==> config.mk <==
export PLATFORM = sky130hd
export DESIGN_NAME = exec_muldiv
export DESIGN_NICKNAME = d
export VERILOG_FILES = /design/src/rtl/muldiv_pkg.sv /design/src/rtl/div_core.sv /design/src/rtl/exec_muldiv.sv
export SDC_FILE = /design/constraint.sdc
export NUM_CORES = 2
export LEC_CHECK = 0
export CAP_MARGIN = 40
export CORE_MARGIN = 5
export CORE_UTILIZATION = 65
export DETAILED_ROUTE_END_ITERATION = 10
export HOLD_SLACK_MARGIN = 0.05
export PLACE_DENSITY = 0.92
export SETUP_SLACK_MARGIN = 0.05
export SYNTH_ARGS = -nofsm -noshare
export SYNTH_HDL_FRONTEND = slang
export SYNTH_SLANG_ARGS = --single-unit
==> constraint.sdc <==
create_clock -name clk -period 17.4 [get_ports clk]
set_input_delay 1.74 -clock clk [delete_from_list [all_inputs] [get_ports clk]]
set_output_delay 1.74 -clock clk [all_outputs]
set_load 0.005 [all_outputs]
==> src/rtl/muldiv_pkg.sv <==
// Shared types and constants for the RV32M execute-stage multiply/divide unit.
package muldiv_pkg;

    // funct3 encoding of the M-extension ops
    typedef enum logic [2:0] {
        OP_MUL    = 3'd0,
        OP_MULH   = 3'd1,
        OP_MULHSU = 3'd2,
        OP_MULHU  = 3'd3,
        OP_DIV    = 3'd4,
        OP_DIVU   = 3'd5,
        OP_REM    = 3'd6,
        OP_REMU   = 3'd7
    } md_op_e;

    // Sequencer states
    typedef enum logic [1:0] {
        S_IDLE = 2'd0,
        S_MUL  = 2'd1,
        S_DIV  = 2'd2,
        S_DONE = 2'd3
    } md_state_e;

    localparam int         DIV_ITERS = 32;
    localparam logic [6:0] OPCODE_OP = 7'b0110011;
    localparam logic [6:0] FUNCT7_M  = 7'b0000001;

endpackage

==> src/rtl/div_core.sv <==
// Unsigned radix-2 restoring divider: one quotient bit per step.
// quotient/remainder present the values the registers take if a step is
// applied this cycle, so the caller can capture the final result on the
// same edge as the last step.
module div_core
    import muldiv_pkg::*;
#(
    parameter int DATA_WIDTH = 32
) (
    input  logic                  clk,
    input  logic                  rst,
    input  logic                  load,
    input  logic                  step,
    input  logic [DATA_WIDTH-1:0] dividend,
    input  logic [DATA_WIDTH-1:0] divisor,
    output logic [DATA_WIDTH-1:0] quotient,
    output logic [DATA_WIDTH-1:0] remainder,
    output logic                  last
);

    logic [DATA_WIDTH-1:0] rem_q;
    logic [DATA_WIDTH-1:0] quo_q;
    logic [DATA_WIDTH-1:0] dvs_q;
    logic [5:0]            cnt_q;

    logic [DATA_WIDTH:0]   shifted;
    logic [DATA_WIDTH:0]   diff;
    logic                  fits;

    // Trial subtraction of the divisor from the partial remainder shifted
    // left by one with the next dividend bit brought in.
    always_comb begin
        shifted   = {rem_q, quo_q[DATA_WIDTH-1]};
        diff      = shifted - {1'b0, dvs_q};
        fits      = ~diff[DATA_WIDTH];
        quotient  = {quo_q[DATA_WIDTH-2:0], fits};
        remainder = fits ? diff[DATA_WIDTH-1:0] : shifted[DATA_WIDTH-1:0];
    end

    assign last = (cnt_q == 6'(DIV_ITERS - 1));

    // Shift registers and step counter; the counter saturates instead of wrapping.
    always_ff @(posedge clk) begin
        if (!rst) begin
            rem_q <= '0;
            quo_q <= '0;
            dvs_q <= '0;
            cnt_q <= '0;
        end else if (load) begin
            rem_q <= '0;
            quo_q <= dividend;
            dvs_q <= divisor;
            cnt_q <= '0;
        end else if (step) begin
            rem_q <= remainder;
            quo_q <= quotient;
            if (cnt_q != 6'h3F) begin
                cnt_q <= cnt_q + 6'd1;
            end
        end
    end

endmodule

==> src/rtl/exec_muldiv.sv <==
// RV32M execute-stage multiply/divide unit. Multiplies take one MUL cycle,
// normal divides 32 DIV cycles; divide-by-zero and signed overflow skip
// straight to DONE with the architectural result preloaded.
module exec_muldiv
    import muldiv_pkg::*;
#(
    parameter int DATA_WIDTH = 32
) (
    input  logic                  clk,
    input  logic                  rst,
    input  logic                  startE,
    input  logic [2:0]            funct3E,
    input  logic [DATA_WIDTH-1:0] SrcAE,
    input  logic [DATA_WIDTH-1:0] SrcBE,
    input  logic                  killE,
    output logic                  StallMD,
    output logic                  DoneMD,
    output logic [DATA_WIDTH-1:0] ResultMD
);

    md_state_e             state_q, state_d;
    md_op_e                op_q;
    logic [DATA_WIDTH-1:0] a_q, b_q;
    logic                  negq_q, negr_q;
    logic [DATA_WIDTH-1:0] result_q, result_d;
    logic                  result_we;
    logic                  accept;
    logic                  div_load, div_step;

    logic                  is_div, signed_div, is_rem, divz, ovf;
    logic [DATA_WIDTH-1:0] special_val;
    logic [DATA_WIDTH-1:0] dvd_mag, dvs_mag;

    logic signed [63:0]    ext_a, ext_b, prod;
    logic                  sext_a, sext_b;
    logic [DATA_WIDTH-1:0] mul_sel, div_sel;

    logic [DATA_WIDTH-1:0] core_quo, core_rem;
    logic                  core_last;

    // Two's-complement negate when requested (sign fixup of div results).
    function automatic logic [DATA_WIDTH-1:0] fixup(input logic [DATA_WIDTH-1:0] v,
                                                     input logic neg);
        return neg ? (~v + 1'b1) : v;
    endfunction

    // Magnitude of a signed operand; unsigned ops pass through untouched.
    function automatic logic [DATA_WIDTH-1:0] magnitude(input logic [DATA_WIDTH-1:0] v,
                                                         input logic is_signed);
        return (is_signed && v[DATA_WIDTH-1]) ? (~v + 1'b1) : v;
    endfunction

    // Decode and special-case detection on the execute-stage operands.
    always_comb begin
        is_div     = funct3E[2];
        signed_div = ~funct3E[0];
        is_rem     = funct3E[1];
        divz       = (SrcBE == '0);
        ovf        = signed_div && (SrcAE == 32'h8000_0000) && (SrcBE == 32'hFFFF_FFFF);
        if (divz) begin
            special_val = is_rem ? SrcAE : 32'hFFFF_FFFF;
        end else begin
            special_val = is_rem ? 32'h0000_0000 : 32'h8000_0000;
        end
        dvd_mag = magnitude(SrcAE, signed_div);
        dvs_mag = magnitude(SrcBE, signed_div);
    end

    // 33-bit operand extension folded into a 64-bit signed product.
    always_comb begin
        sext_a  = (op_q != OP_MULHU);
        sext_b  = (op_q == OP_MUL) || (op_q == OP_MULH);
        ext_a   = {{32{a_q[DATA_WIDTH-1] & sext_a}}, a_q};
        ext_b   = {{32{b_q[DATA_WIDTH-1] & sext_b}}, b_q};
        prod    = ext_a * ext_b;
        mul_sel = (op_q == OP_MUL) ? prod[31:0] : prod[63:32];
        div_sel = ((op_q == OP_REM) || (op_q == OP_REMU)) ? fixup(core_rem, negr_q)
                                                          : fixup(core_quo, negq_q);
    end

    div_core #(
        .DATA_WIDTH(DATA_WIDTH)
    ) u_div_core (
        .clk       (clk),
        .rst       (rst),
        .load      (div_load),
        .step      (div_step),
        .dividend  (dvd_mag),
        .divisor   (dvs_mag),
        .quotient  (core_quo),
        .remainder (core_rem),
        .last      (core_last)
    );

    // Next state, stall/done outputs and result capture; kill and reset win.
    always_comb begin
        state_d   = state_q;
        StallMD   = 1'b0;
        DoneMD    = 1'b0;
        accept    = 1'b0;
        div_load  = 1'b0;
        div_step  = 1'b0;
        result_we = 1'b0;
        result_d  = result_q;
        case (state_q)
            S_IDLE: begin
                if (startE) begin
                    StallMD = 1'b1;
                    accept  = 1'b1;
                    if (!is_div) begin
                        state_d = S_MUL;
                    end else if (divz || ovf) begin
                        state_d   = S_DONE;
                        result_we = 1'b1;
                        result_d  = special_val;
                    end else begin
                        state_d  = S_DIV;
                        div_load = 1'b1;
                    end
                end
            end
            S_MUL: begin
                StallMD   = 1'b1;
                state_d   = S_DONE;
                result_we = 1'b1;
                result_d  = mul_sel;
            end
            S_DIV: begin
                StallMD  = 1'b1;
                div_step = 1'b1;
                if (core_last) begin
                    state_d   = S_DONE;
                    result_we = 1'b1;
                    result_d  = div_sel;
                end
            end
            S_DONE: begin
                DoneMD  = 1'b1;
                state_d = S_IDLE;
            end
            default: state_d = S_IDLE;
        endcase
        if (killE || !rst) begin
            state_d   = S_IDLE;
            StallMD   = 1'b0;
            DoneMD    = 1'b0;
            accept    = 1'b0;
            div_load  = 1'b0;
            div_step  = 1'b0;
            result_we = 1'b0;
        end
    end

    // State, latched operands/signs and the held result register.
    always_ff @(posedge clk) begin
        if (!rst) begin
            state_q  <= S_IDLE;
            op_q     <= OP_MUL;
            a_q      <= '0;
            b_q      <= '0;
            negq_q   <= 1'b0;
            negr_q   <= 1'b0;
            result_q <= '0;
        end else begin
            state_q <= state_d;
            if (accept) begin
                op_q   <= md_op_e'(funct3E);
                a_q    <= SrcAE;
                b_q    <= SrcBE;
                negq_q <= signed_div && (SrcAE[DATA_WIDTH-1] ^ SrcBE[DATA_WIDTH-1]);
                negr_q <= signed_div && SrcAE[DATA_WIDTH-1];
            end
            if (result_we) begin
                result_q <= result_d;
            end
        end
    end

    assign ResultMD = result_q;

endmodule

**Word-level counts from Yosys, hierarchy flattened**

Cells that the tools add are included.

- Register bits: 205
- Bits of input ports: 71
- Output and inout bits: 34
- Logic and storage cells: 106

- Add/sub/neg operators: 6
- $mul: 1
- Equality and inequality tests: 15
- Muxes and demuxes: 42
- Bitwise operators: 10
- Reduce and logical (&&, ||, !) cells: 21

Operators by type and width:

| operator | count |
|---|---|
| $mux 32 | 16 |
| $add 32x1->32 const B | 4 |
| $not 32->32 | 4 |
| $pmux 32 s3 | 1 |
| $eq 32x32->1 const B | 2 |
| $mul 33x33->64 | 1 |
| $sub 33x32->33 | 1 |
| $logic_not 32->1 | 1 |
| $mux 1 | 19 |
| $ne 2x2->1 const B | 4 |
| $pmux 2 s4 | 1 |
| $add 6x1->6 const B | 1 |
| $eq 3x3->1 const B | 2 |
| $eq 6x5->1 const B | 1 |
| $mux 2 | 3 |
| $ne 6x6->1 const B | 1 |
| $reduce_and 6->1 | 1 |
| $reduce_or 2->1 | 3 |
| $logic_and 1x1->1 | 5 |
| $eq 2x2->1 const B | 2 |
| $logic_or 1x1->1 | 4 |
| $reduce_and 2->1 | 2 |
| $eq 3x1->1 const B | 1 |
| $logic_not 3->1 | 1 |
| 11 further kinds | 14 |

**Logic depth before layout (Yosys ltp)**

- Word-level depth: 10
- Gate-level depth with buffers: 32
- Depth with buffers taken out: 30

**Cells and area by module**

A second synthesis with hierarchy kept.

- Cell total of the unflattened synthesis: 6085
- Area, all modules: 52183.8 µm²

By module, submodules not included:

| module | times used | cells an instance | area each (µm²) | sequential area each (µm²) |
|---|---|---|---|---|
| exec_muldiv | 1 | 5246 | 45280.9 | 2062.0 |
| div_core | 1 | 839 | 6902.9 | 2042.0 |

**Least setup slack after synthesis**

Ideal clock, no wire load.

- Path kind: reg-to-reg
- Start point: reg a_q[31]
- End point: reg result_q[27], in the netlist ResultMD[27]
- Setup time: 0.119 ns
- Data arrival time: 8.267 ns
- Required time: 17.281 ns
- Path slack: 9.014 ns
- Cell stages (with the launch flop): 29
- Path buffers: 3
- Clock period less this slack: 8.386 ns
- Cell sequence: dfxtp_1 > clkbuf_1 > o21a_1 > clkbuf_1 > nand2_1 > inv_1 > fa_1 > fa_1 > fa_1 > inv_1 > fa_1 > fa_1 > fa_1 > fa_1 > fa_1 > inv_1 > ha_1 > clkbuf_1 > nand3_1 > or4_1 > a211oi_1 > nand2_1 > nor4_1 > o21ai_0 > a21oi_1 > a31oi_1 > xnor2_1 > a221o_1 > a2bb2oi_1

- Longest elaborated chain between the ends: 4

RTL lines:

| what | line | text |
|---|---|---|
| start, declared | exec_muldiv.sv:23 | `logic [DATA_WIDTH-1:0] a_q, b_q;` |
| start signal, assigned | exec_muldiv.sv:168 | `a_q <= SrcAE;` |
| $and 1x1->1 | exec_muldiv.sv:73 | `ext_a = {{32{a_q[DATA_WIDTH-1] & sext_a}}, a_q};` |
| $mul 33x33->64 (*) | exec_muldiv.sv:75 | `prod = ext_a * ext_b;` |
| $mux 32 (*) | exec_muldiv.sv:76 | `mul_sel = (op_q == OP_MUL) ? prod[31:0] : prod[63:32];` |
| $pmux 32 s3 (*) | exec_muldiv.sv:105 | `case (state_q)` |
| end signal, assigned | exec_muldiv.sv:174 | `result_q <= result_d;` |
| end, declared | exec_muldiv.sv:25 | `logic [DATA_WIDTH-1:0] result_q, result_d;` |

Every way passes the cells marked *; elsewhere a longest branch is shown, timed or not.
A chain may end at the register's enable or synchronous reset.

**Final worst setup path**

- Start point: reg op_q[1]
- End point: reg result_q[29], in the netlist ResultMD[29]

- Longest elaborated chain between the ends: 6
- Elaborated cells on any way between the ends: 14
- Classes of those cells: mul: 1; eq/ne: 4; mux: 4; bitwise: 2; reduce/logical: 3

RTL lines:

| what | line | text |
|---|---|---|
| start, declared | exec_muldiv.sv:22 | `md_op_e op_q;` |
| start signal, assigned | exec_muldiv.sv:167 | `op_q <= md_op_e'(funct3E);` |
| $eq 3x1->1 / $logic_not 3->1 (equally long branches) | exec_muldiv.sv:72, exec_muldiv.sv:76 |  |
| $logic_or 1x1->1 | exec_muldiv.sv:72 | `sext_b = (op_q == OP_MUL) \|\| (op_q == OP_MULH);` |
| $and 1x1->1 | exec_muldiv.sv:74 | `ext_b = {{32{b_q[DATA_WIDTH-1] & sext_b}}, b_q};` |
| $mul 33x33->64 | exec_muldiv.sv:75 |  |
| $mux 32 | exec_muldiv.sv:76 |  |
| $pmux 32 s3 (*) | exec_muldiv.sv:105 |  |

Every way passes the cells marked *; elsewhere a longest branch is shown, timed or not. The select of a mux whose other input is x is not followed.

==> flow_summary.json <==
{
  "max_cap_viol_count": 0,
  "synth_xor_xnor_area_share_pct": 3.30,
  "rsz0062_at_grt": "no",
  "fin_ws_ns": 7.83,
  "power.density_mw_per_mm2": 44.3,
  "worst_path_max_delay_cell": "fa_1",
  "drive_gt1_share_pct": 2.89,
  "worst_pin_slew_ns": 0.989,
  "seq_area_frac_synth_pct": 7.85,
  "io_buffers": 104,
  "synthAdderAreaFrac_pct": 49.2,
  "worstSetupEndpointType": "flip-flop",
  "crit_family": "adder cells",
  "row_count": 104,
  "cts-root-buf": "clkbuf_16",
  "postSynthCellCount": 6155,
  "synth-compound-area-share_pct": 9.74,
  "syn_area_per_cell_um2": 8.50,
  "cp.required_ns": 17.83,
  "vias": 44200,
  "seq_power_share_pct": 21.0,
  "synth.top_cells.by_count": "nand2_1, inv_1, fa_1",
  "worst-path-buf-inv": 4,
  "synth-edff-count": 0,
  "ys_types": 86,
  "gp_congestion": 1.05,
  "ant_nets": 0,
  "p_clk_share_pct": 22.1,
  "antenna_found_initial": 4,
  "h-tree-depth": 1,
  "ys_seq_elements": 205,
  "clk_pin_slew_worst_paths_ns": 0.08,
  "clock.fmax_ghz": 0.104,
  "ctsHoldBuffers": 0,
  "synth_area_leaders": "fa_1, nand2_1, inv_1",
  "synth_warnings": 0,
  "antenna_cells": 0,
  "post-place-ws_ns": 8.00,
  "crit_top_cell": "fa_1",
  "dieArea_mm2": 0.0862,
  "initial_utilization_pct": 65.2,
  "synth_top_area_share_pct": 43.1,
  "synthesis.area_mm2": 0.0523,
  "cts_tree": "built",
  "finalSetupTns_ns": 0,
  "grt_overflow": 0,
  "crit_arrival_ns": 10.00,
  "synth.most_common_cell": "nand2_1",
  "async_flop_share_pct": 0,
  "synth_top_family_by_area": "adder cells",
  "die_width_um": 294,
  "synth_fp_nets": 7608,
  "p_switching_mw": 1.15,
  "io_pins": 105,
  "cts_setup_buffers": 0,
  "period_share_pct": 55.0,
  "hp-class": "flip-flop to flip-flop",
  "worst_hold_slack_ns": 0.457,
  "clock_skew_ns": 0.0237,
  "dp_hpwl_mm": 127,
  "p_comb_share_pct": 56.8,
  "final-hold-violation-count": 0,
  "yosys.area_share.simple_pct": 17.9,
  "utilization_pct": 68.3,
  "grt_max_degree": 88,
  "drt_wl_total_mm": 158,
  "path_max_fanout": 31,
  "critPathMaxStageDelay_ns": 0.63,
  "grt_usage_pct": 36.9,
  "avgViaCountPerCell": 6.25,
  "first_pass_iters": 6,
  "setup_viol": 0,
  "core-area_mm2": 0.0802,
  "die_h_um": 294,
  "ir_drop_mv": 0.0676,
  "critical_path.startpoint_type": "flip-flop",
  "p_int_mw": 1.27,
  "outcome": "complete, no violations",
  "yosysTopAreaCell": "fa_1",
  "cts_num_sinks": 205,
  "nNetsFinal": 7449,
  "first_global_vias": 47200,
  "fin_crit_ns": 9.57,
  "slew_violations": 0,
  "cts_buffers": 24,
  "synth.mux.area_fraction_pct": 1.04,
  "p_leak_nw": 24.2,
  "synth_ff_type": "dfxtp_1",
  "cts_resized": 0,
  "switching_share_pct": 47.6,
  "path_class": "flip-flop to flip-flop",
  "grt_pass1_wl_mm": 253,
  "drt_iter0_drc": 4666,
  "areaGrowthSynthToFinish_pct": 4.68,
  "cts-root-to-sink-buffers": 3,
  "drc": 0,
  "relSlewSlack_pct": 33.9,
  "detail_route.wl_per_cell_um": 22.4,
  "clkLatencyLatePin_ns": 0.55
}
## power by group through the flow
stage               logic [mW]  clock network [mW]  registers, mW
detailed placement        1.31                   0          0.521
finish                    1.38               0.537          0.510
global placement          1.27                   0          0.519
CTS                       1.33               0.535          0.510
global route              1.47               0.553          0.512
floorplan                0.891                   0          0.509
## flip-flops by register name (all words and copies together) (netlist names)
signal / count
ResultMD: 32
a_q: 32
b_q: 32
negq_q: 1
negr_q: 1
op_q: 3
state_q: 2
u_div_core.cnt_q: 6
u_div_core.dvs_q: 32
u_div_core.quo_q: 32
u_div_core.rem_q: 32
## path summary, 6_finish.rpt
check                           cells after the start    start  slack (ns)           end
worst max register to register                     27  op_q[1]        7.83  ResultMD[29]
worst max-delay path                               27  op_q[1]        7.83  ResultMD[29]
worst min-delay path                                2  a_q[13]        0.46       a_q[13]
worst min register to register                      2  a_q[13]        0.46       a_q[13]
## metrics by stage
step	cell area [um^2]	instances	power, mW
2_1_floorplan	52300	6155	1.40
3_3_place_gp	53900	7026	1.79
3_5_place_dp	53900	7029	1.83
4_1_cts	54700	7073	2.38
5_1_grt	54700	7074	2.54
6_report	54700	7074	2.42
## cells in the final DEF, fill, tap and decap left out, drive strengths merged, types with 37 or more instances in the layout
master | netlist | final
a211oi | 49 | 49
a21o | 53 | 53
a21oi | 152 | 152
and2 | 339 | 339
and3 | 50 | 50
buf | 19 | 86
clkdlybuf4s50 | 0 | 103
dfxtp | 205 | 205
fa | 1126 | 1126
ha | 256 | 256
inv | 1145 | 1145
mux2i | 42 | 42
nand2 | 1146 | 1146
nand3 | 72 | 72
nor2 | 202 | 202
nor3 | 37 | 37
o211a | 41 | 41
o21ai | 209 | 209
xnor2 | 98 | 98
xor2 | 99 | 99
## worst reg2reg max path, stage by stage (launching register included)
cell      delay (ns)
dfxtp_1         0.46
nand2_1         0.14
o21a_1          0.19
buf_4           0.26
nand2_1         0.17
inv_1           0.10
fa_1            0.58
fa_1            0.63
fa_1            0.53
inv_1           0.40
fa_1            0.52
fa_1            0.50
fa_1            0.62
fa_1            0.44
fa_1            0.49
inv_1           0.04
ha_1            0.40
nand3_1         0.12
or4_1           0.57
a211oi_1        0.33
nand2_1         0.10
nor4_1          0.49
o21ai_0         0.14
a21oi_1         0.34
mux2i_1         0.14
a211oi_1        0.28
o311ai_0        0.21
o211a_1         0.24
## layer usage
layer,global-route usage [%],vias up,part of all wire [%]
li1,-,18600,-
met1,47.9,21700,36
met2,58.3,3115,45
met3,9.39,730,13
met4,18.5,4,6.2
met5,0,-,0.025
## final cells by class
cell class / instances / area (um^2)
fillers: 5929 / 25400
flip-flops and latches: 205 / 4110
multi-input cells: 4430 / 42500
inverters: 1146 / 4300
repair buffers: 189 / 1720
clock inverters: 8 / 96.3
well taps: 1060 / 1330
clock buffers: 36 / 717
## cells by family (layout without fill, tap and decap cells)
logic type                 count (synthesis)  in the layout
muxes                                     52             52
DFF                                      205            205
AOI/OAI and AO/OA                        761            761
adders and majority gates               1382           1382
and+or+nand+nor                         2038           2038
buffers and inverters                   1520           1379
xor gates and xnor gates                 197            197
No activity file was read; power rests on OpenSTA's default activity.
